## src/rtl/rtc_sample_scheduler_if.sv

```systemverilog
// Signal bundle between the RTC sample scheduler, rtc_control and the
// sensor front-end. The scheduler side uses the master modport; the
// environment (rtc_control model, sensor, host) uses the slave modport.
interface rtc_sample_scheduler_if #(
  parameter int DATA_WIDTH = 32
);
  logic                  enable;
  logic [DATA_WIDTH-1:0] period;
  logic                  ctrl_read_time_en;
  logic [DATA_WIDTH-1:0] ctrl_time_value;
  logic                  ctrl_set_match_en;
  logic [DATA_WIDTH-1:0] ctrl_match_value;
  logic                  ctrl_intr_flag;
  logic                  ctrl_clear_intr;
  logic                  sample_req;
  logic                  sample_ack;
  logic [DATA_WIDTH-1:0] sample_timestamp;
  logic [15:0]           sample_count;
  logic                  busy;
  logic                  ack_err;

  modport master (
    input  enable, period, ctrl_time_value, ctrl_intr_flag, sample_ack,
    output ctrl_read_time_en, ctrl_set_match_en, ctrl_match_value,
           ctrl_clear_intr, sample_req, sample_timestamp, sample_count,
           busy, ack_err
  );

  modport slave (
    output enable, period, ctrl_time_value, ctrl_intr_flag, sample_ack,
    input  ctrl_read_time_en, ctrl_set_match_en, ctrl_match_value,
           ctrl_clear_intr, sample_req, sample_timestamp, sample_count,
           busy, ack_err
  );
endinterface

```

## src/rtl/rtc_sample_scheduler.sv

```systemverilog
// RTC sample scheduler: reads the RTC time once, then programs drift-free
// periodic match times into rtc_control and runs a req/ack handshake with
// the sensor front-end at every match interrupt.
// Optional feature macro: RTC_SCHED_ACK_TIMEOUT_EN enables an ACK_TIMEOUT
// cycle limit on the sensor handshake with a sticky ack_err flag.
module rtc_sample_scheduler #(
  parameter int DATA_WIDTH  = 32,
  parameter int ACK_TIMEOUT = 1024
) (
  input  logic                  PCLK,
  input  logic                  PRESET,
  rtc_sample_scheduler_if.master bus
);

  typedef enum logic [2:0] {
    S_IDLE      = 3'd0,
    S_READ      = 3'd1,
    S_CAPTURE   = 3'd2,
    S_ARM       = 3'd3,
    S_WAIT_INTR = 3'd4,
    S_CLEAR     = 3'd5,
    S_REQ       = 3'd6
  } state_t;

  state_t                r_state;
  logic                  r_read_en;
  logic                  r_set_match;
  logic                  r_clear_intr;
  logic                  r_sample_req;
  logic                  r_busy;
  logic [DATA_WIDTH-1:0] r_match_value;
  logic [DATA_WIDTH-1:0] r_next_match;
  logic [DATA_WIDTH-1:0] r_timestamp;
  logic [DATA_WIDTH-1:0] r_period;
  logic [15:0]           r_count;

  logic [DATA_WIDTH-1:0] w_period_eff;
  logic [DATA_WIDTH-1:0] w_next_plus;
  logic                  w_timeout;

  // A zero period would re-arm on the same tick forever, so it counts as 1.
  assign w_period_eff = (bus.period == {DATA_WIDTH{1'b0}}) ? DATA_WIDTH'(1) : bus.period;
  // Next match advances from the previous match, never from a fresh read.
  assign w_next_plus  = r_next_match + w_period_eff;

`ifdef RTC_SCHED_ACK_TIMEOUT_EN
  localparam int                CW      = $clog2(ACK_TIMEOUT + 1);
  localparam logic [CW-1:0]     TO_LAST = CW'(ACK_TIMEOUT - 1);

  logic [CW-1:0] r_to_cnt;
  logic          r_ack_err;

  // Timeout fires on the ACK_TIMEOUT-th REQ cycle without an ack.
  assign w_timeout = (r_state == S_REQ) && !bus.sample_ack && (r_to_cnt == TO_LAST);

  // Count un-acked REQ cycles and keep the sticky timeout flag.
  always_ff @(posedge PCLK) begin
    if (PRESET) begin
      r_to_cnt  <= '0;
      r_ack_err <= 1'b0;
    end else begin
      if ((r_state == S_REQ) && !bus.sample_ack && !w_timeout) begin
        r_to_cnt <= r_to_cnt + CW'(1);
      end else begin
        r_to_cnt <= '0;
      end
      if (w_timeout) begin
        r_ack_err <= 1'b1;
      end else if ((r_state == S_IDLE) && !bus.enable) begin
        r_ack_err <= 1'b0;
      end else begin
        r_ack_err <= r_ack_err;
      end
    end
  end

  assign bus.ack_err = r_ack_err;
`else
  assign w_timeout   = 1'b0;
  assign bus.ack_err = 1'b0;
`endif

  // Scheduler FSM with all outputs registered; pulses default low each cycle.
  always_ff @(posedge PCLK) begin
    if (PRESET) begin
      r_state       <= S_IDLE;
      r_read_en     <= 1'b0;
      r_set_match   <= 1'b0;
      r_clear_intr  <= 1'b0;
      r_sample_req  <= 1'b0;
      r_busy        <= 1'b0;
      r_match_value <= '0;
      r_next_match  <= '0;
      r_timestamp   <= '0;
      r_period      <= '0;
      r_count       <= 16'd0;
    end else begin
      r_read_en    <= 1'b0;
      r_set_match  <= 1'b0;
      r_clear_intr <= 1'b0;
      case (r_state)
        S_IDLE: begin
          if (bus.enable) begin
            r_state   <= S_READ;
            r_read_en <= 1'b1;
            r_period  <= w_period_eff;
            r_busy    <= 1'b1;
          end else begin
            r_busy    <= 1'b0;
          end
        end
        S_READ: begin
          // rtc_control presents the time during the following cycle.
          r_state <= S_CAPTURE;
        end
        S_CAPTURE: begin
          r_state       <= S_ARM;
          r_next_match  <= bus.ctrl_time_value + r_period;
          r_match_value <= bus.ctrl_time_value + r_period;
          r_set_match   <= 1'b1;
        end
        S_ARM: begin
          r_state <= S_WAIT_INTR;
        end
        S_WAIT_INTR: begin
          // Disable has priority over a coincident interrupt.
          if (!bus.enable) begin
            r_state <= S_IDLE;
            r_busy  <= 1'b0;
          end else if (bus.ctrl_intr_flag) begin
            r_state      <= S_CLEAR;
            r_clear_intr <= 1'b1;
          end else begin
            r_state <= S_WAIT_INTR;
          end
        end
        S_CLEAR: begin
          r_state      <= S_REQ;
          r_timestamp  <= r_next_match;
          r_sample_req <= 1'b1;
        end
        S_REQ: begin
          if (bus.sample_ack || w_timeout) begin
            r_sample_req <= 1'b0;
            r_next_match <= w_next_plus;
            if (bus.sample_ack) begin
              r_count <= r_count + 16'd1;
            end else begin
              r_count <= r_count;
            end
            if (bus.enable) begin
              r_state       <= S_ARM;
              r_match_value <= w_next_plus;
              r_set_match   <= 1'b1;
            end else begin
              r_state <= S_IDLE;
              r_busy  <= 1'b0;
            end
          end else begin
            r_state <= S_REQ;
          end
        end
        default: begin
          r_state      <= S_IDLE;
          r_sample_req <= 1'b0;
          r_busy       <= 1'b0;
        end
      endcase
    end
  end

  assign bus.ctrl_read_time_en = r_read_en;
  assign bus.ctrl_set_match_en = r_set_match;
  assign bus.ctrl_match_value  = r_match_value;
  assign bus.ctrl_clear_intr   = r_clear_intr;
  assign bus.sample_req        = r_sample_req;
  assign bus.sample_timestamp  = r_timestamp;
  assign bus.sample_count      = r_count;
  assign bus.busy              = r_busy;

endmodule

```

## src/flat_wrapper.sv

```systemverilog
// flat-port wrapper written by rule: the top's interface ports become plain ports
module rtc_sample_scheduler_flat 
#(
  parameter int DATA_WIDTH  = 32,
  parameter int ACK_TIMEOUT = 1024
)
  (PCLK, PRESET, bus_enable, bus_period, bus_ctrl_time_value, bus_ctrl_intr_flag, bus_sample_ack, bus_ctrl_read_time_en, bus_ctrl_set_match_en, bus_ctrl_match_value, bus_ctrl_clear_intr, bus_sample_req, bus_sample_timestamp, bus_sample_count, bus_busy, bus_ack_err);
  rtc_sample_scheduler_if #(.DATA_WIDTH(DATA_WIDTH)) bus_i ();
  input  logic PCLK;
  input  logic PRESET;
  input wire logic [$bits(bus_i.enable)-1:0] bus_enable;
  input wire logic [$bits(bus_i.period)-1:0] bus_period;
  input wire logic [$bits(bus_i.ctrl_time_value)-1:0] bus_ctrl_time_value;
  input wire logic [$bits(bus_i.ctrl_intr_flag)-1:0] bus_ctrl_intr_flag;
  input wire logic [$bits(bus_i.sample_ack)-1:0] bus_sample_ack;
  output wire logic [$bits(bus_i.ctrl_read_time_en)-1:0] bus_ctrl_read_time_en;
  output wire logic [$bits(bus_i.ctrl_set_match_en)-1:0] bus_ctrl_set_match_en;
  output wire logic [$bits(bus_i.ctrl_match_value)-1:0] bus_ctrl_match_value;
  output wire logic [$bits(bus_i.ctrl_clear_intr)-1:0] bus_ctrl_clear_intr;
  output wire logic [$bits(bus_i.sample_req)-1:0] bus_sample_req;
  output wire logic [$bits(bus_i.sample_timestamp)-1:0] bus_sample_timestamp;
  output wire logic [$bits(bus_i.sample_count)-1:0] bus_sample_count;
  output wire logic [$bits(bus_i.busy)-1:0] bus_busy;
  output wire logic [$bits(bus_i.ack_err)-1:0] bus_ack_err;
  assign bus_i.enable = bus_enable;
  assign bus_i.period = bus_period;
  assign bus_i.ctrl_time_value = bus_ctrl_time_value;
  assign bus_i.ctrl_intr_flag = bus_ctrl_intr_flag;
  assign bus_i.sample_ack = bus_sample_ack;
  assign bus_ctrl_read_time_en = bus_i.ctrl_read_time_en;
  assign bus_ctrl_set_match_en = bus_i.ctrl_set_match_en;
  assign bus_ctrl_match_value = bus_i.ctrl_match_value;
  assign bus_ctrl_clear_intr = bus_i.ctrl_clear_intr;
  assign bus_sample_req = bus_i.sample_req;
  assign bus_sample_timestamp = bus_i.sample_timestamp;
  assign bus_sample_count = bus_i.sample_count;
  assign bus_busy = bus_i.busy;
  assign bus_ack_err = bus_i.ack_err;
  rtc_sample_scheduler #(.DATA_WIDTH(DATA_WIDTH), .ACK_TIMEOUT(ACK_TIMEOUT)) u_core (.PCLK(PCLK), .PRESET(PRESET), .bus(bus_i));
endmodule
```

## config.mk

```make
export PLATFORM = sky130hd
export DESIGN_NAME = rtc_sample_scheduler_flat
export DESIGN_NICKNAME = d
export VERILOG_FILES = /design/src/rtl/rtc_sample_scheduler_if.sv /design/src/rtl/rtc_sample_scheduler.sv /design/src/flat_wrapper.sv
export SDC_FILE = /design/constraint.sdc
export NUM_CORES = 1
export LEC_CHECK = 0
export BUFFER_PORTS_ARGS = -buffer_cell sky130_fd_sc_hd__buf_2
export CAP_MARGIN = 10
export CORE_AREA = 2 2 171 139
export CTS_CLUSTER_SIZE = 24
export DETAILED_ROUTE_END_ITERATION = 6
export DIE_AREA = 0 0 173 141
export PLACE_DENSITY = 0.6
export SLEW_MARGIN = 10
export SYNTH_ARGS = -nofsm -noshare
export SYNTH_HDL_FRONTEND = slang
export SYNTH_SLANG_ARGS = --single-unit
```

## constraint.sdc

```tcl
create_clock -name PCLK -period 3.7 [get_ports PCLK]
set_input_delay 0.74 -clock PCLK [delete_from_list [all_inputs] [get_ports PCLK]]
set_output_delay 0.74 -clock PCLK [all_outputs]
set_load 0.005 [all_outputs]
```

==> out/results.ini <==
[run_status]
status=finished, final reports clean

[sta]
drv_slew=0
rsz0062_at_grt=no
fin_skew_ns=0.0170
setup_viol=0
tightest_slew_ns=0.849
worst_slack_ns=0.261
period_minus_slack_ns=3.44
relSlewSlack_pct=43.4
hold_violations=0
finalCritPeriodShare_pct=92.9
max_clock_freq_mhz=291

[layout]
drive_gt1_share_pct=21.7
area.sequential_um2=3040
areaGrowthSynthToFinish_pct=22.5
final_cell_count_no_fill=1642
nNetsFinal=1451
multi_input_comb_area_um2=5540
final_cell_mix=nand2_1, buf_2, dfxtp_1
fillCellCount=2319
final_cell_area_um2=11000
layout_commonest_cell=nand2_1
antenna_cells=0
fin_util_pct=47.9

[global_routing]
grt_max_degree=64
grtUsageMet3_pct=4.15
grt_first_pass_wirelength_mm=44.9
grt_pass1_vias=8193
gr-total-overflow=0
met1_usage_pct=33.7
antenna_found_initial=0
grt_usage_pct=23.1
busiest_layer=met2
grtUsageMet2_pct=35.1

[job]
cap_violations=0

[floorplan]
die_h_um=141
fp-row-count=50
core-area_um2=22900
start_util_pct=39.1
dieWidth_um=173
dieArea_um2=24400
num_io_pins=155

[yosys]
syn_area_um2=8950
synth_top_area_share_pct=34.0
avgSynthCellArea_um2=7.72
ys.flop_type=dfxtp_1
yosys_register_bits=152
yosys_warnings=0
synth_xor_area_share_pct=6.56
synth_top_area_cell=dfxtp_1
synthAdderAreaFrac_pct=9.25
seq_area_frac_synth_pct=34.0
async_flop_share_pct=0
synth_compound_area_share_pct=24.9
ys_types=67
synth_top_family_by_area=compound AO/OA/AOI/OAI gates
synthTopCellsByArea=dfxtp_1, ha_1, nand2_1
netlist_instances=1160
syn_nets=1294
synth_edf_count=0
synthMuxAreaShare_pct=0.336
synth_simple_gate_area_share_pct=20.3

[routing]
dr_total_vias=8812
routedWlPerCell_um=17.3
postRouteAntennaNets=0
drt_iter0_drc=706
routed_wirelength_mm=28.4
drtPass1Iterations=5
viasPerCell=5.37
drc=0

[worst_setup_path]
reg2reg_slack_ns=0.66
path_max_fanout=4
start_kind=primary input
cp-startpoint=bus_period[16]
crit_arrival_ns=3.73
cp.required_ns=3.99
critPathKind=in2reg
crit_path_end=u_core.r_next_match[31]
critPathBufInv=2
critPathSlowestCell=nor4_2
cp_num_cells=15
worstReg2RegEnd=u_core.r_next_match[26]
r2r_start=u_core.r_period[0]
slowest_delay_ns=0.29
cp-end-kind=flop
critPathTopFamily=compound AO/OA/AOI/OAI gates
reg2regPathDepth=12
cp_cell_sequence=buf_2 > nor4_2 > buf_4 > nand4_1 > o21bai_1 > ha_1 > a21oi_1 > o211ai_1 > nand3_1 > a31oi_2 > a31oi_4 > o21ai_2 > a311oi_2 > xnor2_1 > o311ai_2

[pwr]
p_leak_nw=4.81
power.switching_w=0.00161
power_frac_comb_pct=23.7
sw_frac_of_total_pct=34.1
seqPwrFrac_pct=38.4
irDropWorstVdd_uv=279
power_density_nw_per_um2=430
p_clk_share_pct=37.9
power.total_w=0.00472
p_int_w=0.00311

[placed_design]
hpwl_mm=21.6
placed_cell_area_um2=10300
portBuffers=153
placed_cells=1609
routabilityCongestion=0.927
dp_worst_setup_slack_ns=-0.274

[clock_network]
cts_tree=built
cts_buffer_depth=2
cts.sinks=152
cts_hold_buf=0
cts_made_buffers=17
clk_pin_slew_worst_paths_ns=0.07
insertion_delay_ns=0.44
clockRootBuffer=clkbuf_16
htreeDepth=4

[hold_path]
holdCritPathClass=reg2reg

## Yosys cell counts, drive strengths merged, types with 2 or more instances
cell type	instances
nand2	192
o211a	4
nand4	10
nor2	124
nor3	20
o31ai	5
a311oi	2
mux2i	3
ha	63
nand3b	4
xor2	31
nand3	21
inv	23
and3	11
a211oi	49
o221a	8
a211o	2
a31oi	12
o22ai	4
or3	9
dfxtp	152
clkbuf	82
o21ai	45
a2111oi	3
xnor2	36
a31o	2
o21bai	8
a21oi	144
o211ai	13
and2	5
a21o	23
nor2b	5
nor4	8
nand2b	10
fa	2
a21boi	2
buf	4
a221oi	3
## worst min-delay path by stage
stage	start	end	slack [ns]	cells past startpoint
finish	u_core.bus.sample_timestamp[0]	u_core.bus.sample_timestamp[0]	0.45	2
CTS	u_core.bus.sample_timestamp[5]	u_core.bus.sample_timestamp[5]	0.46	2
detailed placement	u_core.bus.sample_timestamp[5]	u_core.bus.sample_timestamp[5]	0.45	2
global route	u_core.r_period[27]	u_core.r_period[27]	0.47	2
floorplan	u_core.r_period[10]	u_core.r_period[10]	0.44	2
global placement	u_core.bus.sample_timestamp[5]	u_core.bus.sample_timestamp[5]	0.44	2
## area by class of cell
class	count	area share, %
multi-input cells	899	50.5
clock buffers	17	3.88
flip-flops and latches	152	27.7
inverters	23	0.787
well taps	312	3.56
clock inverters	15	1.62
repair buffers	224	11.9
## per-layer routing
layer	up-vias	part of all wire, %	wire, um
met2	290	42	12000
met4	0	1.3	358
met1	4093	50	14200
met5	-	0	0
li1	4403	-	-
met3	26	6.2	1760
## per-stage QoR
stage | setup TNS, ns | hold WS [ns]
3_5_place_dp | -4.35 | 0.447
6_report | 0 | 0.455
4_1_cts | 0 | 0.456
5_1_grt | 0 | 0.472
2_1_floorplan | 0 | 0.440
3_3_place_gp | -2.48 | 0.441
## worst reg2reg max path: stages (launching register included)
cell	delay (ns)
dfxtp_1	0.34
ha_1	0.23
inv_1	0.07
fa_1	0.37
nand2b_1	0.20
a21oi_1	0.27
o21ai_1	0.20
a31o_2	0.27
a21oi_1	0.19
nor2_1	0.11
or3_1	0.37
and3_1	0.19
o211a_1	0.12
## power by group through the flow
stage,Combinational (W),Clock (W),Sequential [W]
3_5_place_dp,0.00110,0,0.00184
5_1_grt,0.00124,0.00188,0.00182
4_1_cts,0.00111,0.00181,0.00181
2_1_floorplan,0.000751,0,0.00182
3_3_place_gp,0.00109,0,0.00184
6_report,0.00112,0.00179,0.00181
## timing repair
action                     in CTS  in global routing
setup buffers                   0                  1
setup endpoints to repair       0                 16
gates resized for setup         0                  4
## kinds of logic after synthesis
kind of cell	after synthesis
simple gates	423
compound gates	340
flops	152
buf+inv	109
xor+xnor	67
fa+ha+maj	65
mux	3
other cells	1
## flip-flops by register name, summed over array words and instances, names as in the netlist, 3 cells and up
| name | flops |
|---|---|
| u_core.bus.ctrl_match_value | 32 |
| u_core.bus.sample_timestamp | 32 |
| u_core.r_next_match | 32 |
| u_core.r_period | 32 |
| u_core.bus.sample_count | 16 |
| u_core.r_state | 3 |
No activity file was read; power rests on OpenSTA's default activity.
